`config.mk`:
```
export PLATFORM = sky130hd
export DESIGN_NAME = scan_loader_flat
export DESIGN_NICKNAME = d
export VERILOG_FILES = /design/src/rtl/scan_loader_if.sv /design/src/rtl/scan_loader.sv /design/src/flat_wrapper.sv
export SDC_FILE = /design/constraint.sdc
export NUM_CORES = 1
export LEC_CHECK = 0
export BUFFER_PORTS_ARGS = -buffer_cell sky130_fd_sc_hd__buf_2
export CAP_MARGIN = 25
export CORE_MARGIN = 3
export CORE_UTILIZATION = 45
export DETAILED_ROUTE_END_ITERATION = 12
export PLACE_DENSITY = 0.68
export SLEW_MARGIN = 20
export SYNTH_ARGS = -nofsm -noshare
export SYNTH_HDL_FRONTEND = slang
export SYNTH_SLANG_ARGS = --single-unit
```
`constraint.sdc`:
```
create_clock -name clk -period 1.9 [get_ports clk]
set_input_delay 0.095 -clock clk [delete_from_list [all_inputs] [get_ports clk]]
set_output_delay 0.095 -clock clk [all_outputs]
set_load 0.02 [all_outputs]
```
`src/rtl/scan_loader_if.sv`:
```
// Byte command/readback bundle between a programming host and scan_loader.
// The master sends command bytes and sees the captured readback bytes.
interface scan_loader_if;
    logic       cmd_valid;
    logic       cmd_ready;
    logic [7:0] cmd_data;
    logic       rd_valid;
    logic [7:0] rd_data;

    modport master (
        output cmd_valid,
        output cmd_data,
        input  cmd_ready,
        input  rd_valid,
        input  rd_data
    );

    modport slave (
        input  cmd_valid,
        input  cmd_data,
        output cmd_ready,
        output rd_valid,
        output rd_data
    );
endinterface

```
`src/rtl/scan_loader.sv`:
```
// Serializes command bytes MSB-first onto the memory bank scan chain while
// capturing scan_out into readback bytes; the CPU is held for the whole session.
module scan_loader #(
    parameter int CHAIN_LEN = 256
) (
    input  logic           clk,
    input  logic           rst,
    scan_loader_if.slave   bus,
    input  logic           abort,
    output logic           scan_enable,
    output logic           scan_in,
    input  logic           scan_out,
    output logic           cpu_halt,
    output logic           done
);

    localparam int NBYTES = CHAIN_LEN / 8;
    localparam int CNT_W  = $clog2(NBYTES + 1);
    localparam logic [CNT_W-1:0] LAST_CNT = CNT_W'(NBYTES - 1);
    localparam logic [CNT_W-1:0] ONE_CNT  = CNT_W'(1);

    typedef enum logic [1:0] {
        ST_IDLE  = 2'd0,
        ST_SHIFT = 2'd1,
        ST_WAIT  = 2'd2,
        ST_DONE  = 2'd3
    } state_t;

    state_t           state_r,       state_s;
    logic [CNT_W-1:0] byte_cnt_r,    byte_cnt_s;
    logic [2:0]       bit_cnt_r,     bit_cnt_s;
    logic [7:0]       shreg_r,       shreg_s;
    logic [7:0]       cap_r,         cap_s;
    logic             cmd_ready_r,   cmd_ready_s;
    logic             scan_enable_r, scan_enable_s;
    logic             scan_in_r,     scan_in_s;
    logic             rd_valid_r,    rd_valid_s;
    logic [7:0]       rd_data_r,     rd_data_s;
    logic             cpu_halt_r,    cpu_halt_s;
    logic             done_r,        done_s;
    logic             accept_s;

    assign accept_s = bus.cmd_valid & cmd_ready_r;

    // Next-state and next-output decode; pulse outputs and scan_enable default low.
    always_comb begin
        state_s       = state_r;
        byte_cnt_s    = byte_cnt_r;
        bit_cnt_s     = bit_cnt_r;
        shreg_s       = shreg_r;
        cap_s         = cap_r;
        cmd_ready_s   = cmd_ready_r;
        scan_enable_s = 1'b0;
        scan_in_s     = 1'b0;
        rd_valid_s    = 1'b0;
        rd_data_s     = rd_data_r;
        cpu_halt_s    = cpu_halt_r;
        done_s        = 1'b0;

        if (abort && (state_r != ST_IDLE)) begin
            // A half-shifted chain is deliberately left where it stopped.
            state_s     = ST_IDLE;
            byte_cnt_s  = '0;
            bit_cnt_s   = 3'd0;
            cmd_ready_s = 1'b1;
            cpu_halt_s  = 1'b0;
        end else begin
            case (state_r)
                ST_IDLE, ST_WAIT: begin
                    if (accept_s) begin
                        state_s       = ST_SHIFT;
                        shreg_s       = bus.cmd_data;
                        scan_in_s     = bus.cmd_data[7];
                        scan_enable_s = 1'b1;
                        bit_cnt_s     = 3'd0;
                        cmd_ready_s   = 1'b0;
                        cpu_halt_s    = 1'b1;
                    end else begin
                        cmd_ready_s   = 1'b1;
                    end
                end
                ST_SHIFT: begin
                    cap_s = {cap_r[6:0], scan_out};
                    if (bit_cnt_r == 3'd7) begin
                        rd_data_s  = {cap_r[6:0], scan_out};
                        rd_valid_s = 1'b1;
                        byte_cnt_s = byte_cnt_r + ONE_CNT;
                        bit_cnt_s  = 3'd0;
                        if (byte_cnt_r == LAST_CNT) begin
                            state_s     = ST_DONE;
                            done_s      = 1'b1;
                            cmd_ready_s = 1'b0;
                        end else begin
                            state_s     = ST_WAIT;
                            cmd_ready_s = 1'b1;
                        end
                    end else begin
                        // shreg_r[6] is the bit that follows the one now on scan_in.
                        bit_cnt_s     = bit_cnt_r + 3'd1;
                        shreg_s       = {shreg_r[6:0], 1'b0};
                        scan_in_s     = shreg_r[6];
                        scan_enable_s = 1'b1;
                    end
                end
                ST_DONE: begin
                    state_s     = ST_IDLE;
                    byte_cnt_s  = '0;
                    cpu_halt_s  = 1'b0;
                    cmd_ready_s = 1'b1;
                end
                default: begin
                    state_s     = ST_IDLE;
                    byte_cnt_s  = '0;
                    bit_cnt_s   = 3'd0;
                    cmd_ready_s = 1'b1;
                    cpu_halt_s  = 1'b0;
                end
            endcase
        end
    end

    // State and output registers; reset drops scan_enable immediately.
    always_ff @(posedge clk or negedge rst) begin
        if (!rst) begin
            state_r       <= ST_IDLE;
            byte_cnt_r    <= '0;
            bit_cnt_r     <= 3'd0;
            shreg_r       <= 8'h00;
            cap_r         <= 8'h00;
            cmd_ready_r   <= 1'b1;
            scan_enable_r <= 1'b0;
            scan_in_r     <= 1'b0;
            rd_valid_r    <= 1'b0;
            rd_data_r     <= 8'h00;
            cpu_halt_r    <= 1'b0;
            done_r        <= 1'b0;
        end else begin
            state_r       <= state_s;
            byte_cnt_r    <= byte_cnt_s;
            bit_cnt_r     <= bit_cnt_s;
            shreg_r       <= shreg_s;
            cap_r         <= cap_s;
            cmd_ready_r   <= cmd_ready_s;
            scan_enable_r <= scan_enable_s;
            scan_in_r     <= scan_in_s;
            rd_valid_r    <= rd_valid_s;
            rd_data_r     <= rd_data_s;
            cpu_halt_r    <= cpu_halt_s;
            done_r        <= done_s;
        end
    end

    assign bus.cmd_ready = cmd_ready_r;
    assign bus.rd_valid  = rd_valid_r;
    assign bus.rd_data   = rd_data_r;
    assign scan_enable   = scan_enable_r;
    assign scan_in       = scan_in_r;
    assign cpu_halt      = cpu_halt_r;
    assign done          = done_r;

endmodule

```
`src/flat_wrapper.sv`:
```
// flat-port wrapper written by rule: the top's interface ports become plain ports
module scan_loader_flat 
#(
    parameter int CHAIN_LEN = 256
)
  (clk, rst, abort, scan_enable, scan_in, scan_out, cpu_halt, done, bus_cmd_valid, bus_cmd_data, bus_cmd_ready, bus_rd_valid, bus_rd_data);
  scan_loader_if bus_i ();
  input  logic clk;
  input  logic rst;
  input  logic abort;
  output logic scan_enable;
  output logic scan_in;
  input  logic scan_out;
  output logic cpu_halt;
  output logic done;
  input wire logic [$bits(bus_i.cmd_valid)-1:0] bus_cmd_valid;
  input wire logic [$bits(bus_i.cmd_data)-1:0] bus_cmd_data;
  output wire logic [$bits(bus_i.cmd_ready)-1:0] bus_cmd_ready;
  output wire logic [$bits(bus_i.rd_valid)-1:0] bus_rd_valid;
  output wire logic [$bits(bus_i.rd_data)-1:0] bus_rd_data;
  assign bus_i.cmd_valid = bus_cmd_valid;
  assign bus_i.cmd_data = bus_cmd_data;
  assign bus_cmd_ready = bus_i.cmd_ready;
  assign bus_rd_valid = bus_i.rd_valid;
  assign bus_rd_data = bus_i.rd_data;
  scan_loader #(.CHAIN_LEN(CHAIN_LEN)) u_core (.clk(clk), .rst(rst), .bus(bus_i), .abort(abort), .scan_enable(scan_enable), .scan_in(scan_in), .scan_out(scan_out), .cpu_halt(cpu_halt), .done(done));
endmodule
```
==> flow_summary_export.csv <==
group,metric,value,unit
drt,drt_iter0_drc,97,
yosys,synth.area.top_cells,"dfrtp_1, mux2_2, mux2_4, nand2_1, ha_1",
global_routing,gr-total-overflow,0,
die,die_x,70.7,um
yosys,synth-main-ff-cell,"dfrtp_1",
yosys,synth_area_per_cell,11.5,um2
yosys,yosys_warnings,0,
die,die_area,4990,um2
die,dieHeight,70.7,um
clock_network,cts.clk_slew.worst_paths,0.08,ns
drt,vias,1377,
global_routing,grtUsageTotal,0.165,
clock_network,cts_sinks,39,
placed_design,io_buffers,26,
clock_network,cts_tree,"built",
setup_path,crit_chain,"ha_4 -> ha_4 -> or4b_4 -> o211ai_4 -> mux2_4",
setup_path,endpoint_kind,"flip-flop",
timing,drv_slew,0,
yosys,synth.top_cell.area_share,0.505,
drt,wl_per_cell,14.8,um
timing,rsz0062_at_grt,"yes",
global_routing,grt_pass1_vias,1409,
setup_path,max_stage_delay,0.50,ns
setup_path,crit_slowest_cell,"or4b_4",
setup_path,cp-start-kind,"flip-flop",
drt,drc,0,
power_and_ir_drop,p_sw_frac,0.303,
global_routing,grt_pass1_wl,6580,um
placed_design,gp_congestion,0.779,
die,pin_count,27,
power_and_ir_drop,p_int,2.13,mW
timing,hold_viol,0,
outcome,violations,"negative setup slack",
power_and_ir_drop,power.density,1330,nW/um2
global_routing,antenna_found_initial,0,
yosys,ys_ff_latch,39,
timing,skew,0.00753,ns
clock_network,clockBufferDepth,2,
setup_path,cpMostUsedCell,"ha_4",
power_and_ir_drop,clockPowerShare,0.261,
clock_network,clock_latency,0.29,ns
setup_path,cp.arrival,2.08,ns
yosys,yosys.cell_types.count,39,
drt,drt_wl_total,3740,um
setup_path,critical_path_required,2.07,ns
power_and_ir_drop,p_leak,1.15,nW
power_and_ir_drop,switchingPower,925,uW
die,coreArea,3850,um2
drt,vias_per_cell,5.46,
timing,fin_ws,-0.00954,ns
yosys,ys_seq_area_frac,0.519,
layout,utilization,0.597,
setup_path,crit_fanout,7,
clock_network,cts-htree-levels,2,
timing,tightestPinTransition,0.844,ns
layout,area_growth,22.3,%
drt,first_pass_iters,4,
run,max_cap_violations,0,
timing,finalCritPeriodShare,1.01,
placed_design,pre_cts_slack,-0.0368,ns
timing,slew_headroom,0.438,
die,rows,22,
layout,layout-drive-gt1-share,0.368,
global_routing,grt_max_degree,40,
yosys,synth_area,1880,um2
layout,nets,220,
placed_design,post-dp-hpwl,2620,um
clock_network,cts_buffers,5,
power_and_ir_drop,p_comb_frac,0.337,
yosys,synth.net_count,180,
yosys,synth-edff-count,0,
timing,fmax,524,MHz
timing,setup_violations,5,
clock_network,cts_root_buf,"clkbuf_8",
power_and_ir_drop,power.total,3.06,mW
setup_path,crit_type,"reg -> reg",
min_path,hp-class,"in -> reg",
die,start_util,0.488,
yosys,yosysTopAreaCell,"dfrtp_1",
power_and_ir_drop,p_seq_frac,0.402,
drt,detail-route-antenna-nets,0,
layout,final_area,2300,um2
timing,min_period,1.91,ns
layout,antennaDiodeCount,0,
placed_design,postPlaceCellArea,2110,um2
yosys,syn_inst,163,
outcome,status,"finished, violations left",
yosys,synthArstFlopShare,1.00,
power_and_ir_drop,ir_drop,0.572,mV
[cell usage in the layout, fill, tap and decap left out, drive strengths merged, types with 2 or more instances in the layout]
| cell | netlist | layout |
|---|---|---|
| nand4bb | 2 | 2 |
| bufinv | 0 | 2 |
| buf | 3 | 41 |
| or4b | 2 | 2 |
| mux2 | 21 | 21 |
| o21a | 2 | 2 |
| ha | 4 | 4 |
| o21ai | 10 | 10 |
| nand2 | 23 | 23 |
| a21o | 3 | 3 |
| or4 | 2 | 2 |
| nor2 | 5 | 5 |
| o211ai | 2 | 2 |
| clkbuf | 6 | 6 |
| nor4b | 2 | 2 |
| nand3 | 9 | 9 |
| dfrtp | 38 | 38 |
| nor3b | 4 | 4 |
| a32oi | 3 | 3 |
| nand3b | 2 | 2 |
| nor2b | 2 | 2 |
| a21oi | 3 | 3 |
| inv | 3 | 3 |
[metal layers]
layer / vias to the layer above / routed length [um] / global-route usage
li1: 669 / - / -
met2: 39 / 1810 / 0.267
met3: 2 / 184 / 0.0540
met4: 0 / 18 / 0.0438
met1: 667 / 1730 / 0.215
met5: - / 0 / 0
[final timing paths]
path                                        from                     to  slack (ns)  depth (start not counted)
max in group asynchronous                    rst      u_core.state_r[1]        0.92                          2
min in group asynchronous                    rst         u_core.scan_in        0.44                          2
setup reg to reg             u_core.bit_cnt_r[1]      u_core.shreg_r[3]       -0.01                          5
hold reg to reg            u_core.bus.rd_data[1]  u_core.bus.rd_data[1]        0.50                          1
setup / recovery             u_core.bit_cnt_r[1]      u_core.shreg_r[3]       -0.01                          5
hold / removal                          scan_out        u_core.cap_r[0]        0.02                          3
[worst max-delay path, delay by kind of cell, from the launching register on]
kind / cells / cell delay (ns)
AOI/OAI and AO/OA: 1 / 0.19
DFF: 1 / 0.42
muxes: 1 / 0.34
and+or+nand+nor: 1 / 0.50
adders and majority gates: 2 / 0.34
[stage by stage]
step / instances / hold WS [ns] / TNS (ns)
6_report: 252 / 0.0202 / -0.0312
3_3_place_gp: 240 / 0.229 / 0
2_1_floorplan: 163 / -0.201 / 0
4_1_cts: 250 / 0.0150 / -0.00255
5_1_grt: 252 / 0.0280 / -0.308
3_5_place_dp: 240 / 0.244 / -0.218
[registers in the layout, indices dropped and copies added (netlist names)]
register,count
u_core.bit_cnt_r,3
u_core.byte_cnt_r,6
u_core.bus.rd_valid,1
u_core.state_r,2
u_core.cap_r,7
u_core.scan_enable,1
u_core.scan_in,1
u_core.bus.cmd_ready,1
u_core.shreg_r,7
u_core.bus.rd_data,8
u_core.done,1
u_core.cpu_halt,1
[power by group through the flow]
stage          clock, mW  sequential, mW  combinational [mW]
2_1_floorplan          0            1.24               0.688
3_3_place_gp           0            1.22               0.946
3_5_place_dp           0            1.23               0.990
4_1_cts            0.821            1.23                1.02
5_1_grt            0.866            1.26                1.13
6_report           0.798            1.23                1.03
[cells in the mapped netlist (all sizes together) (2+ instances only)]
master and instances:
buf 3, o21a 2, a21oi 3, or4 2, o211ai 2, mux2 21, nor2 5, or4b 2
inv 3, nand2 23, dfrtp 38, clkbuf 6, o21ai 10, nor3b 4, a32oi 3, nand3b 2
nor4b 2, ha 4, a21o 3, nand3 9, nand4bb 2, nor2b 2
[cell families (layout without fill, tap and decap cells)]
logic type,after synthesis,after routing,share of synthesized area
compound gates,29,29,0.110
fa+ha+maj,4,4,0.0266
buf+inv,12,53,0.0332
flops,39,39,0.519
mux,21,21,0.140
simple gates,58,58,0.171
[final cells by class]
cell class                      count  area, um2
Clock buffer                        6       72.6
Clock inverter                      2       60.1
Fill cell                         341       1550
Inverter                            3       11.3
Multi-Input combinational cell    112        867
Sequential cell                    39        977
Tap cell                           48       60.1
Timing Repair Buffer               42        253
[what timing repair did]
item,4_1_cts,5_1_grt
hold buffers,1,0
setup buffers,1,2
resized for setup,4,0
hold endpoints to repair,38,0
pin swaps,0,1
endpoints found under the setup margin,7,8
Power figures use the tool's default switching activity.
